$ cat src/rtl/pipe_hazard_ctrl_pkg.sv
// Shared types for the pipeline hazard/control unit.
// The optional FORWARD_EN macro switches between forwarding and stall-only operation.
package pipe_hazard_ctrl_pkg;

  localparam int HC_REG_ADDR_LEN = 5;

  typedef enum logic [1:0] {
    HC_RUN    = 2'd0,
    HC_DRAIN  = 2'd1,
    HC_HALTED = 2'd2
  } hc_state_t;

endpackage

$ cat src/rtl/pipe_hazard_ctrl_scoreboard.sv
// In-flight destination scoreboard: one entry per write-capable stage after ID,
// entry 0 = EXE, entry DEPTH-1 = WB, plus the per-source match vectors.
module pipe_scoreboard #(
  parameter int REG_ADDR_LEN = 5,
  parameter int DEPTH        = 3,
  parameter bit R0_ZERO      = 1'b1
) (
  input  logic                    clk,
  input  logic                    rst_n,
  input  logic                    push,
  input  logic                    push_wr,
  input  logic [REG_ADDR_LEN-1:0] push_rd,
  input  logic                    push_load,
  input  logic [REG_ADDR_LEN-1:0] rs1,
  input  logic                    rs1_used,
  input  logic [REG_ADDR_LEN-1:0] rs2,
  input  logic                    rs2_used,
  output logic [DEPTH-1:0]        match_a,
  output logic [DEPTH-1:0]        match_b,
  output logic                    load_head
);

  logic [DEPTH-1:0]        valid;
  logic [DEPTH-1:0]        wr;
  logic [DEPTH-1:0]        load;
  logic [REG_ADDR_LEN-1:0] rd [DEPTH];

  // NOTE: only valid strictly needs a reset, but clearing every field keeps
  // the entries free of X so the match compare never propagates unknowns.
  always_ff @(posedge clk or negedge rst_n) begin
    if (!rst_n) begin
      valid <= '0;
      wr    <= '0;
      load  <= '0;
      for (int k = 0; k < DEPTH; k++) rd[k] <= '0;
    end else begin
      // NOTE: non-blocking assignments let every entry read its neighbour's
      // pre-edge value, which is what makes this a true shift register.
      valid[0] <= push;
      wr[0]    <= push_wr;
      rd[0]    <= push_rd;
      load[0]  <= push_load;
      for (int k = 1; k < DEPTH; k++) begin
        valid[k] <= valid[k-1];
        wr[k]    <= wr[k-1];
        rd[k]    <= rd[k-1];
        load[k]  <= load[k-1];
      end
    end
  end

  // NOTE: defaults at the top of always_comb guarantee no latch is inferred.
  always_comb begin
    match_a = '0;
    match_b = '0;
    for (int k = 0; k < DEPTH; k++) begin
      match_a[k] = rs1_used && valid[k] && wr[k] && (rd[k] == rs1) && !(R0_ZERO && (rs1 == '0));
      match_b[k] = rs2_used && valid[k] && wr[k] && (rd[k] == rs2) && !(R0_ZERO && (rs2 == '0));
    end
  end

  assign load_head = valid[0] && load[0];

endmodule

$ cat src/rtl/pipe_hazard_ctrl.sv
// Hazard/control unit: ID stall, bubble, branch flush, forward selects and halt drain FSM.
// Define FORWARD_EN to enable operand forwarding; otherwise any RAW hazard stalls.
module pipe_hazard_ctrl
  import pipe_hazard_ctrl_pkg::*;
#(
  parameter int REG_ADDR_LEN = HC_REG_ADDR_LEN,
  parameter int DEPTH        = 3,
  parameter bit R0_ZERO      = 1'b1,
  parameter int SEL_W        = 2
) (
  input  logic                    clk,
  input  logic                    rst_n,
  input  logic                    id_valid,
  input  logic [REG_ADDR_LEN-1:0] id_rs1,
  input  logic                    id_rs1_used,
  input  logic [REG_ADDR_LEN-1:0] id_rs2,
  input  logic                    id_rs2_used,
  input  logic [REG_ADDR_LEN-1:0] id_rd,
  input  logic                    id_wr,
  input  logic                    id_is_load,
  input  logic                    id_is_halt,
  input  logic                    exe_branch_taken,
  output logic                    stall,
  output logic                    bubble,
  output logic                    flush,
  output logic [SEL_W-1:0]        fwd_sel_a,
  output logic [SEL_W-1:0]        fwd_sel_b,
  output logic                    halt
);

  localparam int CNT_W = $clog2(DEPTH + 1);

  hc_state_t          state;
  logic [CNT_W-1:0]   cnt;
  logic [DEPTH-1:0]   match_a;
  logic [DEPTH-1:0]   match_b;
  logic               load_head;
  logic               haz;
  logic               accept;
  logic               running;

  pipe_scoreboard #(
    .REG_ADDR_LEN (REG_ADDR_LEN),
    .DEPTH        (DEPTH),
    .R0_ZERO      (R0_ZERO)
  ) u_scoreboard (
    .clk       (clk),
    .rst_n     (rst_n),
    .push      (accept),
    .push_wr   (id_wr),
    .push_rd   (id_rd),
    .push_load (id_is_load),
    .rs1       (id_rs1),
    .rs1_used  (id_rs1_used),
    .rs2       (id_rs2),
    .rs2_used  (id_rs2_used),
    .match_a   (match_a),
    .match_b   (match_b),
    .load_head (load_head)
  );

`ifdef FORWARD_EN
  // Scan oldest to youngest so the youngest producer overwrites the select.
  always_comb begin
    fwd_sel_a = '0;
    fwd_sel_b = '0;
    for (int k = DEPTH - 1; k >= 0; k--) begin
      if (match_a[k]) fwd_sel_a = SEL_W'(k + 1);
      if (match_b[k]) fwd_sel_b = SEL_W'(k + 1);
    end
    haz = id_valid && load_head && (match_a[0] || match_b[0]);
  end
`else
  logic unused_load_head;
  assign unused_load_head = load_head;
  assign fwd_sel_a = '0;
  assign fwd_sel_b = '0;
  assign haz       = id_valid && ((|match_a) || (|match_b));
`endif

  // Gated with rst_n so a mid-cycle reset silences the flush immediately.
  assign flush   = exe_branch_taken && rst_n;
  assign running = (state == HC_RUN);
  assign stall   = (haz && !flush) || !running;
  assign bubble  = (stall || flush) && running;
  assign accept  = id_valid && !stall && !flush;
  assign halt    = (state == HC_HALTED);

  // The decremented count reaching 1 means the HALT itself sits in the last
  // entry, so every older instruction has already retired.
  always_ff @(posedge clk or negedge rst_n) begin
    if (!rst_n) begin
      state <= HC_RUN;
      cnt   <= '0;
    end else begin
      case (state)
        HC_RUN: begin
          if (accept && id_is_halt) begin
            state <= HC_DRAIN;
            cnt   <= CNT_W'(DEPTH);
          end
        end
        HC_DRAIN: begin
          cnt <= cnt - 1'b1;
          if (int'(cnt) <= 2) state <= HC_HALTED;
        end
        HC_HALTED: state <= HC_HALTED;
        default:   state <= HC_RUN;
      endcase
    end
  end

endmodule

$ cat config.mk
export PLATFORM = sky130hd
export DESIGN_NAME = pipe_hazard_ctrl
export DESIGN_NICKNAME = d
export VERILOG_FILES = /design/src/rtl/pipe_hazard_ctrl_pkg.sv /design/src/rtl/pipe_hazard_ctrl_scoreboard.sv /design/src/rtl/pipe_hazard_ctrl.sv
export SDC_FILE = /design/constraint.sdc
export NUM_CORES = 1
export LEC_CHECK = 0
export CORE_MARGIN = 2
export CORE_UTILIZATION = 45
export DETAILED_ROUTE_END_ITERATION = 12
export PLACE_DENSITY = 0.79
export SLEW_MARGIN = 20
export SYNTH_ARGS = -nofsm -noshare
export SYNTH_HDL_FRONTEND = slang
export SYNTH_HIERARCHICAL = 1
export SYNTH_SLANG_ARGS = --single-unit
$ cat constraint.sdc
create_clock -name clk -period 2.3 [get_ports clk]
set_clock_uncertainty 0.2 [all_clocks]
set_input_delay 0.46 -clock clk [delete_from_list [all_inputs] [get_ports clk]]
set_output_delay 0.46 -clock clk [all_outputs]
set_load 0.02 [all_outputs]
* Word level (Yosys, flattened, before mapping)
Cells that the tools add are included.
Storage, ports and cells: bits in registers 25, bits of input ports 24, output and inout bits 8, logic and storage cells 71
Cells by class: add/subtract/negate cells 1, magnitude comparators 1, equal/unequal tests 10, mux-type cells 5, reductions and logical operators 47
Operators by type and width (number):
- 1-bit logical AND | 31
- 5-bit == test | 6
- 5-bit logical NOT | 2
- 2-bit two-way mux | 3
- 2-bit one-hot mux with 3 select lines | 1
- 3-bit OR reduction | 2
- 1-bit logical NOT | 5
- 2-bit one-hot mux with 2 select lines | 1
- 2-bit AND reduction | 2
- 1-bit logical OR | 3
- 2-bit by 1-bit == test with 1-bit output, second input constant | 1
- 2-bit == test, second input constant | 1
- 2-bit <= comparator, second input constant | 1
- 2-bit logical NOT | 1
- 2-bit by 1-bit != test with 1-bit output, second input constant | 1
- 2-bit != test, second input constant | 1
- 2-bit nonzero test | 1
- 2-bit by 1-bit subtractor with 2-bit output, second input constant | 1

* Logic depth before layout (Yosys ltp)
depth in word-level cells 15, mapped depth 6, mapped depth without buffers 6

* Modules after synthesis
The synthesis kept the hierarchy.
Modules (own cells, without submodules):
- pipe_scoreboard | times used 1, cells an instance 72, area an instance 938.4 µm²
- pipe_hazard_ctrl | times used 1, cells an instance 55, area an instance 489.2 µm²

* Worst setup path after synthesis
No wires, ideal clock.
path kind in2out, start point input id_rs1[2], end point output stall, arrival time 2.065 ns, setup slack -0.425 ns, cell stages on the path 6, cells stage by stage xnor2_1 nand4_1 nor4_1 nor4_2 and2_1 o21ai_0
On the way: cells in the longest elaborated chain, start to end 8, elaborated cells on any way between the ends 16, those cells by class eq/ne: 3; reduce/logical: 13
RTL lines:
- start, declared | line pipe_hazard_ctrl.sv:14 | input logic [REG_ADDR_LEN-1:0] id_rs1,
- 5-bit == test / 5-bit logical NOT (equally long branches) | line pipe_hazard_ctrl_scoreboard.sv:57 | match_a[k] = rs1_used && valid[k] && wr[k] && (rd[k] == rs1) && !(R0_ZERO && (rs1 == '0));
- 1-bit logical AND / 1-bit logical NOT (equally long branches) | line pipe_hazard_ctrl_scoreboard.sv:57
- 1-bit logical AND (*) | line pipe_hazard_ctrl_scoreboard.sv:57
- named net match_a[2] | line pipe_hazard_ctrl.sv:35 | logic [DEPTH-1:0] match_a;
- 3-bit OR reduction (*) | line pipe_hazard_ctrl.sv:78 | assign haz = id_valid && ((|match_a) || (|match_b));
- 1-bit logical OR (*) | line pipe_hazard_ctrl.sv:78
- 1-bit logical AND (*) | line pipe_hazard_ctrl.sv:78
- 1-bit logical AND (*) | line pipe_hazard_ctrl.sv:84 | assign stall = (haz && !flush) || !running;
- 1-bit logical OR (*) | line pipe_hazard_ctrl.sv:84
- end, declared | line pipe_hazard_ctrl.sv:23 | output logic stall,
The timed path passes the listed nets; every way through them passes the cells marked *.

* Worst setup path after layout
start point input id_rs1[1], end point output bubble
On the way: cells in the longest elaborated chain, start to end 10, elaborated cells on any way between the ends 18, those cells by class eq/ne: 3; reduce/logical: 15
RTL lines:
- 5-bit == test / 5-bit logical NOT (equally long branches) | line pipe_hazard_ctrl_scoreboard.sv:57
- 1-bit logical AND / 1-bit logical NOT (equally long branches) | line pipe_hazard_ctrl_scoreboard.sv:57
- 1-bit logical AND (*) | line pipe_hazard_ctrl_scoreboard.sv:57
- named net match_a[0] | line pipe_hazard_ctrl.sv:35
- 3-bit OR reduction (*) | line pipe_hazard_ctrl.sv:78
- 1-bit logical OR (*) | line pipe_hazard_ctrl.sv:78
- 1-bit logical AND (*) | line pipe_hazard_ctrl.sv:78
- 1-bit logical AND (*) | line pipe_hazard_ctrl.sv:84
- 1-bit logical OR (*) | line pipe_hazard_ctrl.sv:84
- 1-bit logical OR (*) | line pipe_hazard_ctrl.sv:85 | assign bubble = (stall || flush) && running;
- 1-bit logical AND (*) | line pipe_hazard_ctrl.sv:85
- end, declared | line pipe_hazard_ctrl.sv:24 | output logic bubble,
Marked as above.

==> impl_results.md <==
- PnR worst setup slack: -0.574 ns
- Worst path required time: 1.64 ns
- Clock slew at reported path FFs: ~0.14 ns
- Final Cycle Share: 125%
- Mapped Cells: 125
- NetSw: 541 uW
- Largest net degree at the start of global routing: 25
- Initial Util: 46.5%
- Reg2reg path depth: 8
- Area grow syn2layout: 46.3%
- Final Max Tran Viols: 0
- Fillers: 224
- Final GP Congestion: 0.799
- Clock sink count: 25
- Violated checks: setup timing
- WS Path Type: input pin to primary output
- Die X: 59.7 um
- Post-route minimum period: between 2 and 3 ns
- Mean Syn Cell Area: 11.2 um2
- Design area: 2040 um2
- Remaining antenna violation count after routing: 0
- Combinational Power Share: 46.3%
- PortBufs: 26
- Antenna cell count: 0
- Count of final setup violators: 5
- GRT overflow: 0
- Core ar.: approximately 3000 um2
- Worst min-delay path startpoint: u_scoreboard/wr[1]$_DFF_PN0_
- Setup TNS: -1.24 ns
- Sw Share: 38.1%
- DIE HEIGHT: 59.7 um
- Post-place instance area: 1850 um2
- Flop pwr share: 39.3%
- Power Internal: between 800 and 900 uW
- Count of hold-fix buffers inserted at cts: 0
- Number of global-route vias before repair: between 1,000 and 1,500
- First-pass GRT wire length: ~5.8 mm
- Synth warnings: 6
- R2R setup slack: 0.03 ns
- Hold Path Depth: 0
- Worst Hold End: u_scoreboard/wr[2]$_DFF_PN0_
- RSZ-0062 raised after global routing: true
- Mean number of vias per cell: 5.37
- Worst Hold Class: flop to flop
- Run status: complete, but fails checks
- Max-Cap Viols: 0
- Remaining DRCs: 0
- Clock group share of total power: about 14%
- Routed wire length: ~3.7 mm
- PD cells: 696 nW/um2
- Clock Latency Late Sink: 0.33 ns
- Worst setup SP type: input pin
- Endpoints failing hold: 0
- Max Clk Rate: between 0.3 and 0.4 GHz
- Wire length per cell: ~18 um
- Maximum root-to-sink buffer count: 2
- Full die area: around 3600 um2
- # IOs: 32
- Worst VDD drop: roughly 0.56 mV
- CTS buffer count: 3
- DRT iter0 DRCs: 40
- First-pass iteration count of the detailed router: 4
- Fin Hold WS: 0.193 ns
- Worst Path Max Fanout: 3
- Syn Std Cell Area: between 1000 and 1500 um2
- All-Layer GR Usage: 22.6%
- Fin util: 68.0%
- Post-DP HPWL: 2.64 mm
- Nets: 210
- TritonCTS clock tree: yes
- Critical R2R Capture: state[0]$_DFFE_PN0P_
- FP Rows: 20
- H-tree levels: 1
- CTS Root Cell: clkbuf_4
- Ratio of cells with drive above 1 in the final layout: roughly a third
- Crit end category: primary output
- Arr. time, crit path: about 2.2 ns
- Initial antenna violation count: 0
- Reg2reg start: u_scoreboard/rd[4]$_DFF_PN0_
- Total number of vias: 1,143
- Leak pwr: 0.867 nW
worst max-delay path: stages:
cell and delay, ns:
buf_8 0.10, or4_4 0.55, o21ai_4 0.26, nor4_4 0.08, nor4_4 0.32, a21boi_1 0.11, o21a_2 0.21, buf_6 0.13
layout make-up:
cell class	instances	area [um2]	share of cell area (%)
Timing Repair Buffer	53	457	22.4
Clock buffer	3	22.5	1.10
Multi-Input combinational cell	93	873	42.7
Sequential cell	25	626	30.6
Tap cell	33	41.3	2.02
Clock inverter	1	5.00	0.245
Inverter	5	18.8	0.919
routing by layer:
layer	GRT usage, %	vias up	share of wire (%)
li1	-	551	-
met1	29.2	567	44
met2	40.7	23	54
met3	0.649	2	1.9
met4	7.62	0	0.75
met5	0	-	0
power by group through the flow:
| stage | clock network [mW] | logic [mW] | registers (mW) |
|---|---|---|---|
| 5_1_grt | 0.226 | 0.704 | 0.566 |
| 3_5_place_dp | 0 | 0.557 | 0.566 |
| 4_1_cts | 0.208 | 0.593 | 0.557 |
| 6_report | 0.205 | 0.658 | 0.558 |
| 2_1_floorplan | 0 | 0.347 | 0.551 |
| 3_3_place_gp | 0 | 0.521 | 0.560 |
through the flow:
step | setup slack (ns) | std cells | total power [mW]
after global routing | -0.633 | 213 | 1.49
after global placement | -1.37 | 205 | 1.08
after CTS | -0.612 | 212 | 1.36
after detailed placement | -1.41 | 205 | 1.12
final | -0.574 | 213 | 1.42
after floorplan | -0.271 | 128 | 0.899
worst max-delay path by stage:
stage / from / end / slack, ns / depth (start not counted)
after global routing: id_rs1[1] / bubble / -0.63 / 8
after floorplan: id_rs1[1] / stall / -0.27 / 6
final: id_rs1[1] / bubble / -0.57 / 8
after CTS: id_rs2[2] / bubble / -0.61 / 9
after global placement: id_rs1[0] / stall / -1.37 / 8
after detailed placement: id_rs1[2] / bubble / -1.41 / 8
flip-flops by register name (all words and copies together) (netlist names):
register and flops:
cnt 2, state 2, u_scoreboard/rd 15, u_scoreboard/valid 3, u_scoreboard/wr 3
cells in the final DEF, fill, tap and decap left out, types with 5 or more instances in the layout:
cell	count
buf_4	26
buf_6	6
clkdlybuf4s50_1	12
dfrtp_1	25
ha_1	5
inv_1	5
nand4_1	6
nor4_4	7
xnor2_1	24
xor2_1	6
timing repair:
| item | CTS | global route |
|---|---|---|
| setup buffers | 3 | 2 |
| gates resized for setup | 64 | 14 |
| endpoints found under the setup margin | 8 | 6 |
| pin swaps | 14 | 14 |
(Power assumes the default switching activity.)
